### config.mk
export PLATFORM = sky130hd
export DESIGN_NAME = seg_scan_mux
export DESIGN_NICKNAME = d
export VERILOG_FILES = /design/src/rtl/seg_scan_mux.sv
export SDC_FILE = /design/constraint.sdc
export NUM_CORES = 1
export LEC_CHECK = 0
export CAP_MARGIN = 15
export CORE_UTILIZATION = 50
export CTS_CLUSTER_DIAMETER = 40
export CTS_CLUSTER_SIZE = 14
export DETAILED_ROUTE_END_ITERATION = 8
export GPL_TIMING_DRIVEN = 0
export PLACE_DENSITY = 0.71
export RECOVER_POWER = 50
export SLEW_MARGIN = 0
export SYNTH_ARGS = -nofsm -noshare
export SYNTH_HDL_FRONTEND = slang
export SYNTH_SLANG_ARGS = --single-unit
### constraint.sdc
create_clock -name clk -period 3.53 [get_ports clk]
set_clock_uncertainty 0.15 [all_clocks]
set_input_delay 0.706 -clock clk [delete_from_list [all_inputs] [get_ports clk]]
set_output_delay 0.706 -clock clk [all_outputs]
set_load 0.02 [all_outputs]
### src/rtl/seg_scan_mux.sv
// Multiplexed seven-segment scanner: drives one digit nibble and its active-low anode per slot, with blanking gaps.
// Optional leading-zero blanking when SEG_SCAN_LZB_EN is defined.
module seg_scan_mux #(
    parameter int NUM_DIGITS = 4,
    parameter int DWELL      = 27000,
    parameter int GAP        = 16
) (
    input  logic                          clk,
    input  logic                          rst,
    input  logic                          load_i,
    input  logic [4*NUM_DIGITS-1:0]       value_i,
    output logic [3:0]                    bcd_o,
    output logic [NUM_DIGITS-1:0]         an_o,
    output logic [$clog2(NUM_DIGITS)-1:0] digit_idx_o,
    output logic                          pending_o
);

    localparam int IW   = $clog2(NUM_DIGITS);
    localparam int VW   = 4 * NUM_DIGITS;
    localparam int MAXC = (DWELL > GAP) ? DWELL : GAP;
    localparam int CW   = $clog2(MAXC + 1);

    // Reset loads GAP so the first blank spans exactly GAP cycles after release;
    // in-run reloads use N-1 because the loading edge already counts as one.
    localparam logic [CW-1:0] C_DWELL_LD = CW'(DWELL - 1);
    localparam logic [CW-1:0] C_GAP_LD   = CW'((GAP > 0) ? GAP - 1 : 0);
    localparam logic [CW-1:0] C_GAP_RST  = CW'(GAP);
    localparam logic [IW-1:0] C_LAST     = IW'(NUM_DIGITS - 1);

    typedef enum logic {S_GAP, S_DRIVE} state_t;

    state_t              r_state;
    logic [CW-1:0]       r_cnt;
    logic [IW-1:0]       r_idx;
    logic [VW-1:0]       r_shadow;
    logic [VW-1:0]       r_disp;
    logic                r_pend;
    logic [NUM_DIGITS-1:0] r_an;
    logic [3:0]          r_bcd;

    state_t              w_state_nxt;
    logic [CW-1:0]       w_cnt_nxt;
    logic [IW-1:0]       w_idx_nxt;
    logic [VW-1:0]       w_shadow_nxt;
    logic [VW-1:0]       w_disp_nxt;
    logic                w_pend_nxt;
    logic [NUM_DIGITS-1:0] w_an_nxt;
    logic [3:0]          w_bcd_nxt;
    logic                w_entry;

    always_ff @(posedge clk or posedge rst) begin
        if (rst) begin
            r_state  <= S_GAP;
            r_cnt    <= C_GAP_RST;
            r_idx    <= '0;
            r_shadow <= '0;
            r_disp   <= '0;
            r_pend   <= 1'b0;
            r_an     <= '1;
            r_bcd    <= '0;
        end else begin
            r_state  <= w_state_nxt;
            r_cnt    <= w_cnt_nxt;
            r_idx    <= w_idx_nxt;
            r_shadow <= w_shadow_nxt;
            r_disp   <= w_disp_nxt;
            r_pend   <= w_pend_nxt;
            r_an     <= w_an_nxt;
            r_bcd    <= w_bcd_nxt;
        end
    end

    always_comb begin
        w_state_nxt  = r_state;
        w_cnt_nxt    = r_cnt - 1'b1;
        w_idx_nxt    = r_idx;
        w_shadow_nxt = r_shadow;
        w_disp_nxt   = r_disp;
        w_pend_nxt   = r_pend;
        w_an_nxt     = r_an;
        w_bcd_nxt    = r_bcd;
        w_entry      = 1'b0;

        case (r_state)
            S_GAP: begin
                if (r_cnt == '0) w_entry = 1'b1;
            end
            S_DRIVE: begin
                if (r_cnt == '0) begin
                    w_idx_nxt = (r_idx == C_LAST) ? '0 : r_idx + 1'b1;
                    if (GAP == 0) begin
                        w_entry = 1'b1;
                    end else begin
                        w_state_nxt = S_GAP;
                        w_cnt_nxt   = C_GAP_LD;
                        w_an_nxt    = '1;
                    end
                end
            end
            default: ;
        endcase

        // Display only changes on DRIVE entry; a same-cycle load bypasses the shadow.
        if (w_entry) begin
            w_state_nxt = S_DRIVE;
            w_cnt_nxt   = C_DWELL_LD;
            w_pend_nxt  = 1'b0;
            if (load_i)
                w_disp_nxt = value_i;
            else if (r_pend)
                w_disp_nxt = r_shadow;
            w_bcd_nxt = w_disp_nxt[{w_idx_nxt, 2'b00} +: 4];
            w_an_nxt  = ~(NUM_DIGITS'(1) << w_idx_nxt);
`ifdef SEG_SCAN_LZB_EN
            begin : lzb
                logic w_lz;
                w_lz = 1'b1;
                for (int k = 0; k < NUM_DIGITS; k++) begin
                    if (k >= int'(w_idx_nxt) && w_disp_nxt[4*k +: 4] != 4'h0)
                        w_lz = 1'b0;
                end
                if (w_idx_nxt != '0 && w_lz)
                    w_an_nxt = '1;
            end
`endif
        end else if (load_i) begin
            w_shadow_nxt = value_i;
            w_pend_nxt   = 1'b1;
        end
    end

    assign bcd_o       = r_bcd;
    assign an_o        = r_an;
    assign digit_idx_o = r_idx;
    assign pending_o   = r_pend;

endmodule

# After elaboration in Yosys (flattened, before gate mapping)
# Index checks and enable logic that the tools add are counted.
[totals]
wordCells = 40
in_bits = 19
out_inout_bits = 11
ff_bits = 59
[classes]
n_bitwise = 2
addsub = 2
mux = 19
reduce_logical = 6
n_shift = 2
n_eq_ne = 1
[op_table]
columns = ["operator", "n"]
rows = [
  ["$mux W16", 3],
  ["$mux W15", 3],
  ["$shiftx A16 B5 Y4", 1],
  ["$logic_not A15 Y1", 1],
  ["$sub A15 B1 Y15 const B", 1],
  ["$mux W4", 3],
  ["$mux W1", 7],
  ["$mux W2", 3],
  ["$reduce_bool A2 Y1", 3],
  ["$not A4 Y4", 1],
  ["$reduce_and A2 Y1", 2],
  ["$shl A1 B2 Y4 const A", 1],
  ["$add A2 B1 Y2 const B", 1],
  ["$eq A2 B2 Y1 const B", 1],
  ["$not A1 Y1", 1],
]

# Logic depth before layout (Yosys ltp)
[depth]
ltp_word = 7
ltp_mapped = 10

# Worst setup path after synthesis
# OpenSTA, ideal clock, no wires.
[synth_timing]
path_kind = "flip-flop to flip-flop"
from = "register r_cnt[2]"
to = "register r_disp[4]"
synth_period_minus_slack_ns = 2.843
arrival_time_ns = 2.568
t_required_ns = 3.255
setup_ns = 0.125
path_slack_ns = 0.687
stages_incl_launch_ff = 8
path_cell_list = "dfrtp_1 nor4_1 nand4_1 inv_1 ha_1 clkbuf_1 buf_2 mux2_2"
[synth_via]
elab_chain_len = 3
[synth_rtl]
columns = ["element", "line", "source"]
rows = [
  ["start, declared", "33", "logic [CW-1:0] r_cnt;"],
  ["start signal, assigned", "63", "r_cnt <= w_cnt_nxt;"],
  ["$logic_not A15 Y1", "86", "if (r_cnt == '0) w_entry = 1'b1;"],
  ["$mux W1", "86", ""],
  ["$mux W1", "84", "case (r_state)"],
  ["net w_entry", "49", "logic w_entry;"],
  ["end signal, assigned", "66", "r_disp <= w_disp_nxt;"],
  ["end, declared", "36", "logic [VW-1:0] r_disp;"],
]
# The timed path passes the listed nets, and every way through them passes these cells.
# A chain may end at the register's enable or synchronous reset.

# Worst setup path after layout
[layout_timing]
from = "register r_cnt[10]"
to = "register r_bcd[3] (netlist: bcd_o[3])"
[layout_via]
elab_chain_len = 4
[layout_rtl]
columns = ["element", "line", "source"]
rows = [
  ["$logic_not A15 Y1", "89", "if (r_cnt == '0) begin"],
  ["$mux W2", "89", ""],
  ["$mux W2", "84", ""],
  ["net w_idx_nxt[1]", "43", "logic [IW-1:0] w_idx_nxt;"],
  ["$shiftx A16 B5 Y4", "112", "w_bcd_nxt = w_disp_nxt[{w_idx_nxt, 2'b00} +: 4];"],
  ["end signal, assigned", "69", "r_bcd <= w_bcd_nxt;"],
  ["end, declared", "39", "logic [3:0] r_bcd;"],
]
# The timed path passes the listed nets, and every way through them passes these cells.

==> out/summary.txt <==
Type of origin of the critical path = flop
Largest net degree at the start of global routing = 35
Routed Antenna Nets = 0
CP endpoint kind = flop
Fillers = 481
Syn Std Cell Area = 2970 um^2
Post-synthesis cell count = 263
Reg2Reg Setup Slack = 0.38 ns
Required @ worst endpoint = 3.59 ns
Slew @ Worst Pin = 0.956 ns
Crit path kind = reg -> reg
Minimum clock period after layout = 3.15 ns
DRC Markers = 0
Die Height = 79.0 um
Diodes inserted = 0
Final net count = 328
Peak supply drop = 0.274 mV
Initial Util = 52.9%
Clock root buffer = clkbuf_8
Yosys reg bits = 59
Sequential fraction of the synthesis area = 50.0%
Fin. max-slew vios = 0
Worst rel slew slack = 36.2%
First-pass GRT wire length = 10400 um
Mean routed wirelength per cell = 15.8 um
Latest clock arrival within the worst-skew pair = 0.34 ns
Endpoints failing hold = 0
Area Growth Syn to Fin = 20.6%
Vias per Instance = 5.55
# rows = 27
Max cap viols = 0
Layout cell share with drive strength beyond 1 = 21.7%
Critical Path AT = 3.20 ns
Placer Congestion = 0.762
Syn_nets = 287
Pre-antenna DRT Iters = 4
Crit share post-route = 89.1%
RSZ-0062 raised after global routing = no
I/O Buffers = 29
Drt first-iter violations = 162
CTS tree = built
H-tree Lvls = 3
Async S/R FF share, synth = 100%
CTS Buf Count = 9
Die span in x = 79.0 um
Overflow after GRT = 0
CORE AREA = 5610 um^2
Synth unique cells = 42
Setup ws final = 0.383 ns
Initial antenna violation count = 0
Most common flop cell mapped by yosys = dfrtp_1
Vias in the first global route = 2124
Vias = 2115
Number of synthesized flops with an enable pin = 0
Die footprint = 6240 um^2
Setup TNS Final = 0 ns
Mapped Avg Cell Area = 11.3 um^2
Outcome = completed
Total I/O pin count = 30
Endpoints failing setup = 0
Dpl hpwl = 4360 um
GRT Overall Usage = 22.0%
Sink Count = 59
Pre-CTS WS = 0.0734 ns
Max Fclk = 318 MHz
Worst-path maximum fanout = 7
Yosys warnings = 0
CTS clock-pin slew for the worst setup and hold paths = 0.07 ns
Pleak = 0.00154 uW
Maximum clock insertion buffer count = 2
P per Cell Area = 432 nW/um^2
Hold WC Path Type = reg -> reg
Total detailed-routing wirelength = 6030 um
-- cells by family after synthesis --
family	share of synthesized area, %
compound gates	12.4
xor+xnor	2.95
fa+ha+maj	2.11
buf+inv	2.78
flops	50.0
mux	19.2
simple gates	10.5
-- cell usage after synthesis, types with 2 or more instances --
cell type | instances | share of area (%)
nand3_1 | 2 | 0.34
o32a_2 | 3 | 1.1
ha_1 | 5 | 2.1
clkbuf_1 | 9 | 1.1
dfstp_2 | 5 | 4.4
o211ai_1 | 4 | 1.0
xnor2_1 | 5 | 1.5
o21ai_0 | 20 | 3.4
a211o_1 | 4 | 1.2
or4_1 | 2 | 0.51
nor4_1 | 4 | 0.84
mux2i_1 | 21 | 7.1
a21oi_1 | 8 | 1.3
inv_1 | 6 | 0.76
a31oi_1 | 2 | 0.42
or4_4 | 2 | 0.76
nor2_1 | 18 | 2.3
nand2_1 | 22 | 2.8
dfrtp_1 | 54 | 46
buf_2 | 2 | 0.34
nor2b_1 | 2 | 0.42
a211oi_1 | 8 | 2.0
mux2_2 | 32 | 12
xor2_1 | 5 | 1.5
-- layout make-up --
cell class                 instances  area, um^2  area share (%)
multi-input combinational        184        1410            39.3
timing repair buffer              30         295            8.25
buffer                            12        47.5            1.33
sequential                        59        1480            41.4
clock inverter                     5        77.6            2.17
clock buffer                      11         141            3.95
inverter                           8        35.0           0.979
tap                               72        90.1            2.52
-- metrics by stage --
step | cells | hold WS (ns) | util, % | power (uW) | instance area (um^2)
after CTS | 381 | 0.337 | 63.9 | 1570 | 3590
after global placement | 364 | 0.315 | 59.7 | 870 | 3350
after floorplan | 263 | 0.299 | - | 821 | 2970
after global routing | 381 | 0.372 | 63.8 | 1610 | 3580
final | 381 | 0.331 | 63.8 | 1540 | 3580
after detailed placement | 365 | 0.320 | 60.0 | 878 | 3370
-- sequential cells by signal, indices dropped and copies added, names as in the netlist --
name,flops
an_o,4
r_disp,16
r_cnt,15
pending_o,1
digit_idx_o,2
bcd_o,4
r_shadow,16
r_state,1
-- worst max-delay path, cell delays in order (launching register included) --
cell and delay [ns]:
dfrtp_1 0.43, or4_4 0.59, nor4_2 0.61, mux2i_1 0.46, clkinv_1 0.33, a211oi_1 0.35
a211oi_1 0.09
-- timing repair --
item,in CTS,in global routing
setup endpoints to repair,0,24
setup buffers,0,0
hold buffers,0,0
resized for setup,0,1
-- power breakdown --
| part | total [uW] | switching [uW] | internal, uW |
|---|---|---|---|
| Sequential | 730 | 18.5 | 712 |
| Combinational | 130 | 61.2 | 68.9 |
| Clock | 684 | 269 | 414 |
| Total | 1540 | 349 | 1190 |
-- path summary, 6_finish.rpt --
kind / startpoint / end / depth (start not counted)
max in group asynchronous: rst / r_disp[3]$_DFFE_PP0P_ / 3
max: r_cnt[10]$_DFF_PP0_ / bcd_o[3]$_DFFE_PP0P_ / 6
min reg2reg: r_disp[0]$_DFFE_PP0P_ / r_disp[0]$_DFFE_PP0P_ / 2
min: r_disp[0]$_DFFE_PP0P_ / r_disp[0]$_DFFE_PP0P_ / 2
min in group asynchronous: rst / digit_idx_o[1]$_DFF_PP0_ / 2
max reg2reg: r_cnt[10]$_DFF_PP0_ / bcd_o[3]$_DFFE_PP0P_ / 6
-- placed cells by master, fill, tap and decap left out, types with 2 or more instances in the layout --
master,Yosys,layout
ha_1,5,5
mux2i_1,21,21
o211ai_1,4,4
o21ai_0,20,20
dfrtp_1,54,54
dfstp_2,5,5
nand2_1,22,22
a211oi_1,8,8
xnor2_1,5,5
inv_1,6,6
or4_4,2,2
clkbuf_8,0,10
clkbuf_1,9,10
dlygate4sd3_1,0,6
o32a_2,3,3
nor2_1,18,18
nor2b_1,2,2
or4_1,2,2
nand3_1,2,2
nor4_1,4,3
buf_2,2,2
clkdlybuf4s50_1,0,23
a21oi_1,8,8
bufinv_16,0,2
a211o_1,4,4
nor4_2,1,2
a31oi_1,2,2
clkinv_2,0,2
mux2_2,32,32
xor2_1,5,5
-- routing by layer --
metal,GRT usage (%),vias to the layer above,part of all wire [%],routed length [um]
met1,30.5,1013,48,2920
met3,6.09,8,4.5,272
met5,0,-,0,0
met4,8.55,0,1.2,73
met2,32.7,51,46,2770
li1,-,1043,-,-
Note: power is estimated with default switching activity, not from simulation.
